<file path="config.mk">
export PLATFORM = sky130hd
export DESIGN_NAME = pipeline_ctrl
export DESIGN_NICKNAME = d
export VERILOG_FILES = /design/src/rtl/cpu_types_pkg.sv /design/src/rtl/sat_counter.sv /design/src/rtl/pipeline_ctrl.sv
export SDC_FILE = /design/constraint.sdc
export NUM_CORES = 1
export LEC_CHECK = 0
export CAP_MARGIN = 10
export CORE_ASPECT_RATIO = 1.75
export CORE_UTILIZATION = 35
export CTS_BUF_LIST = sky130_fd_sc_hd__clkbuf_16
export CTS_CLUSTER_DIAMETER = 80
export DETAILED_ROUTE_END_ITERATION = 8
export GPL_TIMING_DRIVEN = 0
export PLACE_DENSITY = 0.71
export SLEW_MARGIN = 20
export SYNTH_ARGS = -nofsm -noshare
export SYNTH_HDL_FRONTEND = slang
export SYNTH_SLANG_ARGS = --single-unit
</file>
<file path="constraint.sdc">
create_clock -name CLK -period 4.47 [get_ports CLK]
set_input_delay 0.6705 -clock CLK [delete_from_list [all_inputs] [get_ports CLK]]
set_output_delay 0.6705 -clock CLK [all_outputs]
set_load 0.005 [all_outputs]
</file>
<file path="src/rtl/cpu_types_pkg.sv">
// Shared CPU types: register index, instruction word, instruction field
// positions and the pipeline controller state and control-bundle types.
package cpu_types_pkg;

    localparam int WORD_W = 32;
    localparam int REG_W  = 5;

    typedef logic [REG_W-1:0]  regbits_t;
    typedef logic [WORD_W-1:0] word_t;

    // Source register fields of an R/I-type instruction word.
    localparam int RS_MSB = 25;
    localparam int RS_LSB = 21;
    localparam int RT_MSB = 20;
    localparam int RT_LSB = 16;

    typedef enum logic [1:0] {
        IDLE    = 2'd0,
        RUN     = 2'd1,
        MEMWAIT = 2'd2,
        HALT    = 2'd3
    } pctrl_state_t;

    // Everything the controller drives into the latch bank in one cycle.
    typedef struct packed {
        logic pc_en;
        logic en_1;
        logic en_2;
        logic en_3;
        logic en_4;
        logic flush_1;
        logic flush_2;
        logic flush_3;
    } pctrl_ctl_t;

    function automatic regbits_t rs_field(input word_t instr);
        return instr[RS_MSB:RS_LSB];
    endfunction

    function automatic regbits_t rt_field(input word_t instr);
        return instr[RT_MSB:RT_LSB];
    endfunction

endpackage

</file>
<file path="src/rtl/sat_counter.sv">
// Up-counter that sticks at all-ones instead of wrapping; synchronous clear.
module sat_counter #(
    parameter int W = 16
) (
    input  logic         CLK,
    input  logic         nRST,
    input  logic         inc,
    input  logic         clear,
    output logic [W-1:0] q
);

    localparam logic [W-1:0] ONE = W'(1);

    // Count register: clear wins over increment, increment stops at all-ones.
    always_ff @(posedge CLK or negedge nRST) begin
        if (!nRST) begin
            q <= '0;
        end else if (clear) begin
            q <= '0;
        end else if (inc && (q != '1)) begin
            q <= q + ONE;
        end
    end

endmodule

</file>
<file path="src/rtl/pipeline_ctrl.sv">
// Control end of the five-stage pipeline register bank: latch enables,
// bubble strobes, PC enable, halt drain and stall/flush performance counters.
module pipeline_ctrl
    import cpu_types_pkg::*;
#(
    parameter int CNT_W = 16
) (
    input  logic             CLK,
    input  logic             nRST,
    input  logic             ihit,
    input  logic             dhit,
    input  logic [31:0]      instr_id,
    input  logic             ex_dren,
    input  logic [4:0]       ex_wsel,
    input  logic             mem_dren,
    input  logic             mem_dwen,
    input  logic             mem_redirect,
    input  logic             wb_halt,
    output logic             pc_en,
    output logic             en_1,
    output logic             en_2,
    output logic             en_3,
    output logic             en_4,
    output logic             flush_1,
    output logic             flush_2,
    output logic             flush_3,
    output logic             halted,
    output logic [CNT_W-1:0] stall_cnt,
    output logic [CNT_W-1:0] flush_cnt
);

    pctrl_state_t state;
    pctrl_state_t next_state;
    pctrl_ctl_t   ctl;

    logic dreq;
    logic freeze;
    logic lu;
    logic active;
    logic halt_now;
    logic stall_inc;
    logic flush_inc;
    logic cnt_clear;
    logic unused_instr_bits;

    // Only the rs/rt fields matter for hazard detection.
    assign unused_instr_bits = ^{instr_id[31:26], instr_id[15:0]};

    // A data access still outstanding freezes every latch and the PC.
    assign dreq   = mem_dren | mem_dwen;
    assign freeze = dreq & ~dhit;

    // Load in EX feeding the instruction in ID; rt is compared for every
    // opcode, so some non-readers of rt stall needlessly but never wrongly.
    assign lu = ex_dren && (ex_wsel != '0) &&
                ((ex_wsel == rs_field(instr_id)) || (ex_wsel == rt_field(instr_id)));

    // MEMWAIT evaluates exactly like RUN; it only records that we are frozen.
    assign active   = (state == RUN) || (state == MEMWAIT);
    assign halt_now = (state == HALT) || (active && wb_halt);

    // State register.
    // NOTE: sequential state uses non-blocking assignment so every flop samples
    // pre-edge values regardless of block evaluation order.
    always_ff @(posedge CLK or negedge nRST) begin
        if (!nRST) begin
            state <= IDLE;
        end else begin
            state <= next_state;
        end
    end

    // Next-state: leave IDLE after reset, track freeze, latch halt forever.
    always_comb begin
        next_state = state;
        case (state)
            IDLE: next_state = RUN;
            RUN, MEMWAIT: begin
                if (wb_halt) begin
                    next_state = HALT;
                end else if (freeze) begin
                    next_state = MEMWAIT;
                end else begin
                    next_state = RUN;
                end
            end
            HALT:    next_state = HALT;
            default: next_state = IDLE;
        endcase
    end

    // Outputs: priority halt > freeze > redirect > load-use > ifetch miss > normal.
    // NOTE: every combinational output gets a default first so no path can
    // leave it unassigned and infer a latch.
    always_comb begin
        ctl       = '0;
        flush_inc = 1'b0;
        if (active && !halt_now) begin
            if (freeze) begin
                ctl = '0;
            end else if (mem_redirect) begin
                ctl       = '1;
                flush_inc = 1'b1;
            end else if (lu) begin
                ctl.en_2    = 1'b1;
                ctl.en_3    = 1'b1;
                ctl.en_4    = 1'b1;
                ctl.flush_2 = 1'b1;
            end else if (!ihit) begin
                ctl.en_1    = 1'b1;
                ctl.en_2    = 1'b1;
                ctl.en_3    = 1'b1;
                ctl.en_4    = 1'b1;
                ctl.flush_1 = 1'b1;
            end else begin
                ctl.pc_en = 1'b1;
                ctl.en_1  = 1'b1;
                ctl.en_2  = 1'b1;
                ctl.en_3  = 1'b1;
                ctl.en_4  = 1'b1;
            end
        end
    end

    assign pc_en   = ctl.pc_en;
    assign en_1    = ctl.en_1;
    assign en_2    = ctl.en_2;
    assign en_3    = ctl.en_3;
    assign en_4    = ctl.en_4;
    assign flush_1 = ctl.flush_1;
    assign flush_2 = ctl.flush_2;
    assign flush_3 = ctl.flush_3;
    assign halted  = (state == HALT);

    // Any active cycle that holds the PC is a stall; a redirect always moves it.
    assign stall_inc = active & ~ctl.pc_en;
    assign cnt_clear = (state == IDLE);

    sat_counter #(.W(CNT_W)) u_stall_cnt (
        .CLK   (CLK),
        .nRST  (nRST),
        .inc   (stall_inc),
        .clear (cnt_clear),
        .q     (stall_cnt)
    );

    sat_counter #(.W(CNT_W)) u_flush_cnt (
        .CLK   (CLK),
        .nRST  (nRST),
        .inc   (flush_inc),
        .clear (cnt_clear),
        .q     (flush_cnt)
    );

endmodule

</file>
==> flow_metrics.py, run 1 <==
metrics = {
    "place": {
        "place_hpwl_mm": 4.14,
        "gp_congestion": 0.821,
        "port_buffers": 64,
    },
    "layout": {
        "post-route-util_pct": 51.5,
        "diodes": 0,
        "final_common_cell": "clkdlybuf4s50_1",
        "drive_above_1_share_pct": 10.7,
        "ff_latch_area_um2": 851,
        "nets": 348,
        "syn_to_final_growth_pct": 41.2,
        "fill_cells": 609,
        "multiInputGateArea_um2": 1190,
        "final_cell_mix": "63 x clkdlybuf4s50_1, 34 x dfrtp_1, 26 x nor2_1",
    },
    "cts": {
        "hold_buffers": 0,
        "cts_root_buf": "clkbuf_16",
        "post_cts_buffers": 0,
        "cts_buffer_depth": 2,
        "cts.sinks": 34,
        "path_clk_slew_ns": 0.05,
        "clk_latency_ns": 0.28,
        "cts_tree": "yes",
        "cts_made_buffers": 5,
        "cts_resized": 0,
        "cts_max_level": 2,
    },
    "timing": {
        "tns_ns": 0,
        "finalSetupViolCount": 0,
        "rsz0062_at_grt": "no",
        "finalHoldViolCount": 0,
        "maxSlewViolCount": 0,
        "period_needed_ns": 3.68,
        "fmax_ghz": 0.271,
        "fin_crit_sh_pct": 82.4,
        "relSlewSlack_pct": 60.9,
        "clock-skew-final_ns": 0.00572,
        "worst_pin_slew_ns": 0.587,
    },
    "setup_path": {
        "r2r-end": "u_stall_cnt.q[10]$_DFFE_PN0P_",
        "path_delay_family": "buffers and inverters",
        "endpoint_kind": "output port",
        "cp.required_ns": 3.80,
        "slowest_delay_ns": 0.55,
        "worstPathMaxFanout": 10,
        "path_buf_inv": 5,
        "crit_type": "in2out",
        "reg2reg_slack_ns": 2.07,
        "setup.worst_path.start": "ex_wsel[1]",
        "worstPathCellList": "clkdlybuf4s50_1 > or4_1 > o21ai_2 > nor2_1 > a21o_4 > inv_6 > buf_12 > buf_8 > clkdlybuf4s50_1",
        "worstSetupStartpointType": "primary input",
        "r2r_cells": 10,
        "cp.arrival_ns": 3.01,
        "r2r_start": "state[0]$_DFF_PN0_",
        "slowest_stage": "or4_1",
        "critPathMostFrequentCell": "clkdlybuf4s50_1",
    },
    "power": {
        "finalPower_mw": 1.24,
        "leakage_nw": 1.24,
        "power.density_nw_per_um2": 405,
        "ir_drop_mv": 0.226,
    },
    "run_status": {
        "status": "complete, no violations",
    },
    "detailed_routing": {
        "first_pass_iters": 4,
        "postRouteAntennaNets": 0,
        "vias": 1963,
        "dr.first_iter.drc_count": 98,
        "avgRoutedWirePerCell_um": 14.5,
        "via_per_inst": 5.21,
        "drcViolationCount": 0,
        "wirelength_mm": 5.46,
    },
    "global_routing": {
        "track_usage_pct": 18.4,
        "antenna_found_initial": 0,
        "first_global_vias": 1957,
        "grt-ovfl-total": 0,
        "grt_pass1_wl_mm": 9.17,
        "grt_max_degree": 26,
    },
    "synthesis": {
        "synth-edff-count": 0,
        "ys_seq_area_share_pct": 39.4,
        "syn_nets": 276,
        "ys_seq_elements": 34,
        "synth_top_flop_cell": "dfrtp_1",
        "postSynthAreaPerCell_um2": 9.56,
        "ys_types": 46,
        "synth_warnings": 0,
        "synth_area_um2": 2160,
        "synthCells": 226,
        "async_flop_share_pct": 100,
    },
    "floorplan": {
        "die_h_um": 106,
        "ios": 87,
        "die-area_um2": 6500,
        "core_um2": 5930,
        "die_width_um": 61.4,
        "start_util_pct": 36.5,
        "core.rowCount": 37,
    },
    "flow_run": {
        "cap_violations": 0,
    },
    "min_path": {
        "hold_class": "in2async",
    },
}
[registers in the layout (all words and copies together) (netlist names)]
signal	count
u_flush_cnt.q	16
state	2
u_stall_cnt.q	16
[per-stage QoR]
| step | cell area (um^2) | hold WS [ns] | std cells | worst slack [ns] |
|---|---|---|---|---|
| after floorplan | 2160 | 0.375 | 226 | 1.89 |
| after global placement | 2900 | 0.549 | 368 | 0.798 |
| after detailed placement | 2910 | 0.553 | 369 | 0.787 |
| after CTS | 3050 | 0.264 | 377 | 0.785 |
| after global routing | 3050 | 0.276 | 377 | 0.694 |
| final | 3050 | 0.258 | 377 | 0.786 |
[kinds of logic after synthesis]
kind of cell               after synthesis  synth area share, %
and+or+nand+nor                        104                 27.0
DFF                                     34                 39.4
AOI/OAI and AO/OA                       33                 11.5
xor gates and xnor gates                25                 10.1
buffers and inverters                   19                 5.62
muxes                                    7                 4.11
adders and majority gates                4                 2.32
[worst register-to-register path, cell delays in order, from the launching register on]
cell     delay, ns
dfrtp_1       0.34
inv_1         0.04
ha_1          0.35
nor2b_1       0.17
and3b_1       0.24
o21ai_0       0.12
a21o_4        0.18
inv_6         0.05
buf_12        0.13
nor4_2        0.33
mux2_4        0.33
[cells in the mapped netlist (3+ instances only)]
master | number | area share (%)
nor2_1 | 26 | 4.5
buf_4 | 4 | 1.4
nor4_2 | 3 | 1.7
a21boi_0 | 3 | 1.0
and3_1 | 5 | 1.4
mux2_1 | 3 | 1.6
mux2_4 | 3 | 2.1
dfrtp_1 | 34 | 39
o31ai_1 | 7 | 2.4
inv_1 | 4 | 0.69
xor2_1 | 13 | 5.3
and4_1 | 5 | 2.0
xnor2_1 | 12 | 4.9
a21oi_1 | 9 | 2.1
ha_1 | 4 | 2.3
nand3_1 | 17 | 3.9
nor2b_1 | 7 | 2.0
clkbuf_1 | 5 | 0.87
or4_1 | 7 | 2.4
nand4_1 | 9 | 2.6
nand2_1 | 13 | 2.3
[cell type report]
class | count | area share, %
clock buffer | 5 | 4.10
clock inverter | 3 | 0.410
timing repair buffer | 65 | 21.5
buffer | 13 | 3.08
inverter | 6 | 0.902
multi-input combinational | 173 | 39.0
tap | 78 | 3.20
sequential | 34 | 27.9
[where the power goes]
part           switching [mW]  internal [mW]  total (mW)  leakage (nW)
clock network           0.126          0.201       0.327        0.0724
registers              0.0399          0.341       0.381         0.466
logic                   0.285          0.242       0.527         0.706
total                   0.451          0.784        1.24          1.24
[how the worst max path moves through the flow]
stage,to,slack [ns],cells past startpoint
after floorplan,pc_en,1.89,7
after global routing,pc_en,0.69,9
after global placement,pc_en,0.80,9
final,pc_en,0.79,9
after CTS,pc_en,0.78,9
after detailed placement,pc_en,0.79,9
[layer usage]
layer	up-vias	wire, um	track usage (%)
met5	-	0	0
li1	955	-	-
met1	962	2130	20.9
met2	37	3090	32.5
met3	9	140	3.04
met4	0	98	7.14
Power figures use the tool's default switching activity.
==> run 2, diff against run 1 <==
==> constraint.sdc (replaced) <==
create_clock -name CLK -period 3.5 [get_ports CLK]
set_input_delay 0.525 -clock CLK [delete_from_list [all_inputs] [get_ports CLK]]
set_output_delay 0.525 -clock CLK [all_outputs]
set_load 0.005 [all_outputs]
==> results of run 2 <==
Same layout as run 1 (identical final DEF). Status: complete, no violations.
Main changes from that run: setup slack after placement 0.787 ns -> 0.108 ns; setup slack after layout 0.786 ns -> 0.107 ns; hold slack 0.258 ns -> 0.113 ns; register-to-register setup slack 2.07 ns -> 1.10 ns; total power 1.24 mW -> 1.58 mW; worst IR drop on VDD 0.226 mV -> 0.289 mV
==> run 3, diff against run 2 <==
--- a/config.mk
+++ b/config.mk
@@ -11,9 +11,9 @@
 export CTS_BUF_LIST = sky130_fd_sc_hd__clkbuf_16
 export CTS_CLUSTER_DIAMETER = 80
 export DETAILED_ROUTE_END_ITERATION = 8
+export DONT_BUFFER_PORTS = 1
 export GPL_TIMING_DRIVEN = 0
-export PLACE_DENSITY = 0.71
-export SLEW_MARGIN = 20
+export PLACE_DENSITY = 0.53
 export SYNTH_ARGS = -nofsm -noshare
 export SYNTH_HDL_FRONTEND = slang
 export SYNTH_SLANG_ARGS = --single-unit
==> constraint.sdc (replaced) <==
create_clock -name CLK -period 3.9 [get_ports CLK]
set_input_delay 0.585 -clock CLK [delete_from_list [all_inputs] [get_ports CLK]]
set_output_delay 0.585 -clock CLK [all_outputs]
set_load 0.005 [all_outputs]
==> run 3 against run 2 <==
Against the previous run:
- utilization shrank 11 points
- critical path depth unchanged
- sequential cell count unchanged
- routed wire length decreased by 7.3%
- critical path type is now reg2out
- sequential power decreased by 8.6%
- cell count fell by 17%
- clock power decreased by 13%
- combinational power decreased by 30%
- worst hold slack better by 0.025 ns
- clock-buffer cell count stayed put
- sequential share of layout area up 7.4 points
==> flow_metrics.py, run 3 (synthesis results as in run 1) <==
metrics = {
    "timing": {
        "relSlewSlack_pct": 63.6,
        "period_needed_ns": 2.80,
        "rsz0062_at_grt": "no",
        "finalHoldViolCount": 0,
        "worst_pin_slew_ns": 0.546,
        "fin_crit_sh_pct": 71.8,
        "fmax_ghz": 0.357,
        "setup_ws_ns": 1.10,
        "finalSetupViolCount": 0,
        "hold_ws_ns": 0.138,
        "tns_ns": 0,
        "clock-skew-final_ns": 0.00483,
        "maxSlewViolCount": 0,
    },
    "power": {
        "switching_share_pct": 38.1,
        "power.density_nw_per_um2": 532,
        "combPwrFrac_pct": 36.9,
        "pwr-share-clk_pct": 28.4,
        "leakage_nw": 1.01,
        "seqPwrFrac_pct": 34.7,
        "switchingPower_uw": 489,
        "ir_drop_mv": 0.264,
        "finalPower_mw": 1.28,
        "p_int_uw": 793,
    },
    "layout": {
        "post-route-util_pct": 40.7,
        "nets": 284,
        "drive_above_1_share_pct": 12.8,
        "diodes": 0,
        "fin_area_um2": 2410,
        "final_common_cell": "dfrtp_1",
        "syn_to_final_growth_pct": 11.6,
        "fin_cells": 312,
        "top_regs": "u_flush_cnt.q x16, u_stall_cnt.q x16, state x2",
        "final_cell_mix": "34 x dfrtp_1, 26 x nor2_1, 17 x nand3_1",
    },
    "global_routing": {
        "grt_pass1_wl_mm": 8.40,
        "grt-ovfl-total": 0,
        "first_global_vias": 1751,
        "grt_max_degree": 35,
        "track_usage_pct": 17.2,
        "antenna_found_initial": 0,
    },
    "cts": {
        "cts_buffer_depth": 2,
        "post_cts_buffers": 0,
        "cts_resized": 0,
        "cts_made_buffers": 5,
        "path_clk_slew_ns": 0.05,
        "hold_buffers": 1,
        "clk_latency_ns": 0.27,
        "cts_max_level": 2,
        "cts_root_buf": "clkbuf_16",
        "cts.sinks": 34,
        "cts_tree": "yes",
    },
    "floorplan": {
        "die_h_um": 106,
        "die-area_um2": 6500,
        "ios": 87,
        "core.rowCount": 37,
        "core_um2": 5930,
        "die_width_um": 61.4,
        "start_util_pct": 36.5,
    },
    "detailed_routing": {
        "postRouteAntennaNets": 0,
        "first_pass_iters": 4,
        "dr.first_iter.drc_count": 47,
        "wirelength_mm": 5.06,
        "vias": 1678,
        "via_per_inst": 5.38,
        "avgRoutedWirePerCell_um": 16.2,
        "drcViolationCount": 0,
    },
    "setup_path": {
        "cp.required_ns": 3.31,
        "endpoint_kind": "output port",
        "crit_type": "reg2out",
        "worstSetupStartpointType": "register",
        "cp.arrival_ns": 2.22,
        "worstPathMaxFanout": 10,
    },
    "place": {
        "place_hpwl_mm": 3.71,
        "dp_slack_ns": 1.35,
        "port_buffers": 0,
        "placed_cell_area_um2": 2260,
        "place_inst": 304,
        "gp_congestion": 0.795,
    },
    "flow_run": {
        "cap_violations": 0,
    },
    "min_path": {
        "hold_class": "in2async",
    },
    "run_status": {
        "status": "complete, no violations",
    },
}
run 3: cell types whose count changed in the layout (fill, tap and decap cells not counted):
cell             delta
clkdlybuf4s50_1    -63
clkinv_2            -1
clkinv_1            -1
buf_2               -1
inv_1               +1
run 3: final timing paths:
| check | start | endpoint | slack (ns) | cells past startpoint |
|---|---|---|---|---|
| max | state[0]$_DFF_PN0_ | pc_en | 1.10 | 9 |
| min | nRST | u_stall_cnt.q[8]$_DFFE_PN0P_ | 0.14 | 1 |
| max reg2reg | u_stall_cnt.q[0]$_DFFE_PN0P_ | u_stall_cnt.q[13]$_DFFE_PN0P_ | 1.47 | 7 |
| min reg2reg | u_flush_cnt.q[10]$_DFFE_PN0P_ | u_flush_cnt.q[10]$_DFFE_PN0P_ | 0.58 | 2 |
| max in group asynchronous | nRST | u_flush_cnt.q[2]$_DFFE_PN0P_ | 3.57 | 1 |
| min in group CLK | wb_halt | state[0]$_DFF_PN0_ | 0.50 | 2 |
run 3: routing by layer:
layer | vias to the layer above | track usage, % | share of wire (%)
met1 | 812 | 18.3 | 38
met5 | - | 0 | 0
met4 | 0 | 5.40 | 1.3
met2 | 35 | 31.0 | 56
li1 | 826 | - | -
met3 | 5 | 4.87 | 4.6
run 3: cell type report:
class | count | area (um^2)
fill | 648 | 3510
timing repair buffer | 1 | 20.0
buffer | 13 | 93.8
tap | 78 | 97.6
inverter | 6 | 27.5
clock inverter | 2 | 7.51
multi-input combinational | 173 | 1190
clock buffer | 5 | 125
sequential | 34 | 851
run 3: power by group through the flow:
stage	Clock, mW	Combinational [mW]	Sequential, mW
2_1_floorplan	0	0.366	0.434
3_3_place_gp	0	0.470	0.450
3_5_place_dp	0	0.468	0.452
4_1_cts	0.380	0.481	0.446
5_1_grt	0.394	0.536	0.451
6_report	0.364	0.473	0.445
run 3: worst max-delay path: stages (launching register included):
cell and delay (ns):
dfrtp_1 0.35, inv_1 0.05, ha_1 0.36, nor2b_1 0.18, and3b_1 0.28, o21ai_0 0.15, a21o_4 0.25, inv_6 0.07
buf_12 0.12, buf_8 0.13
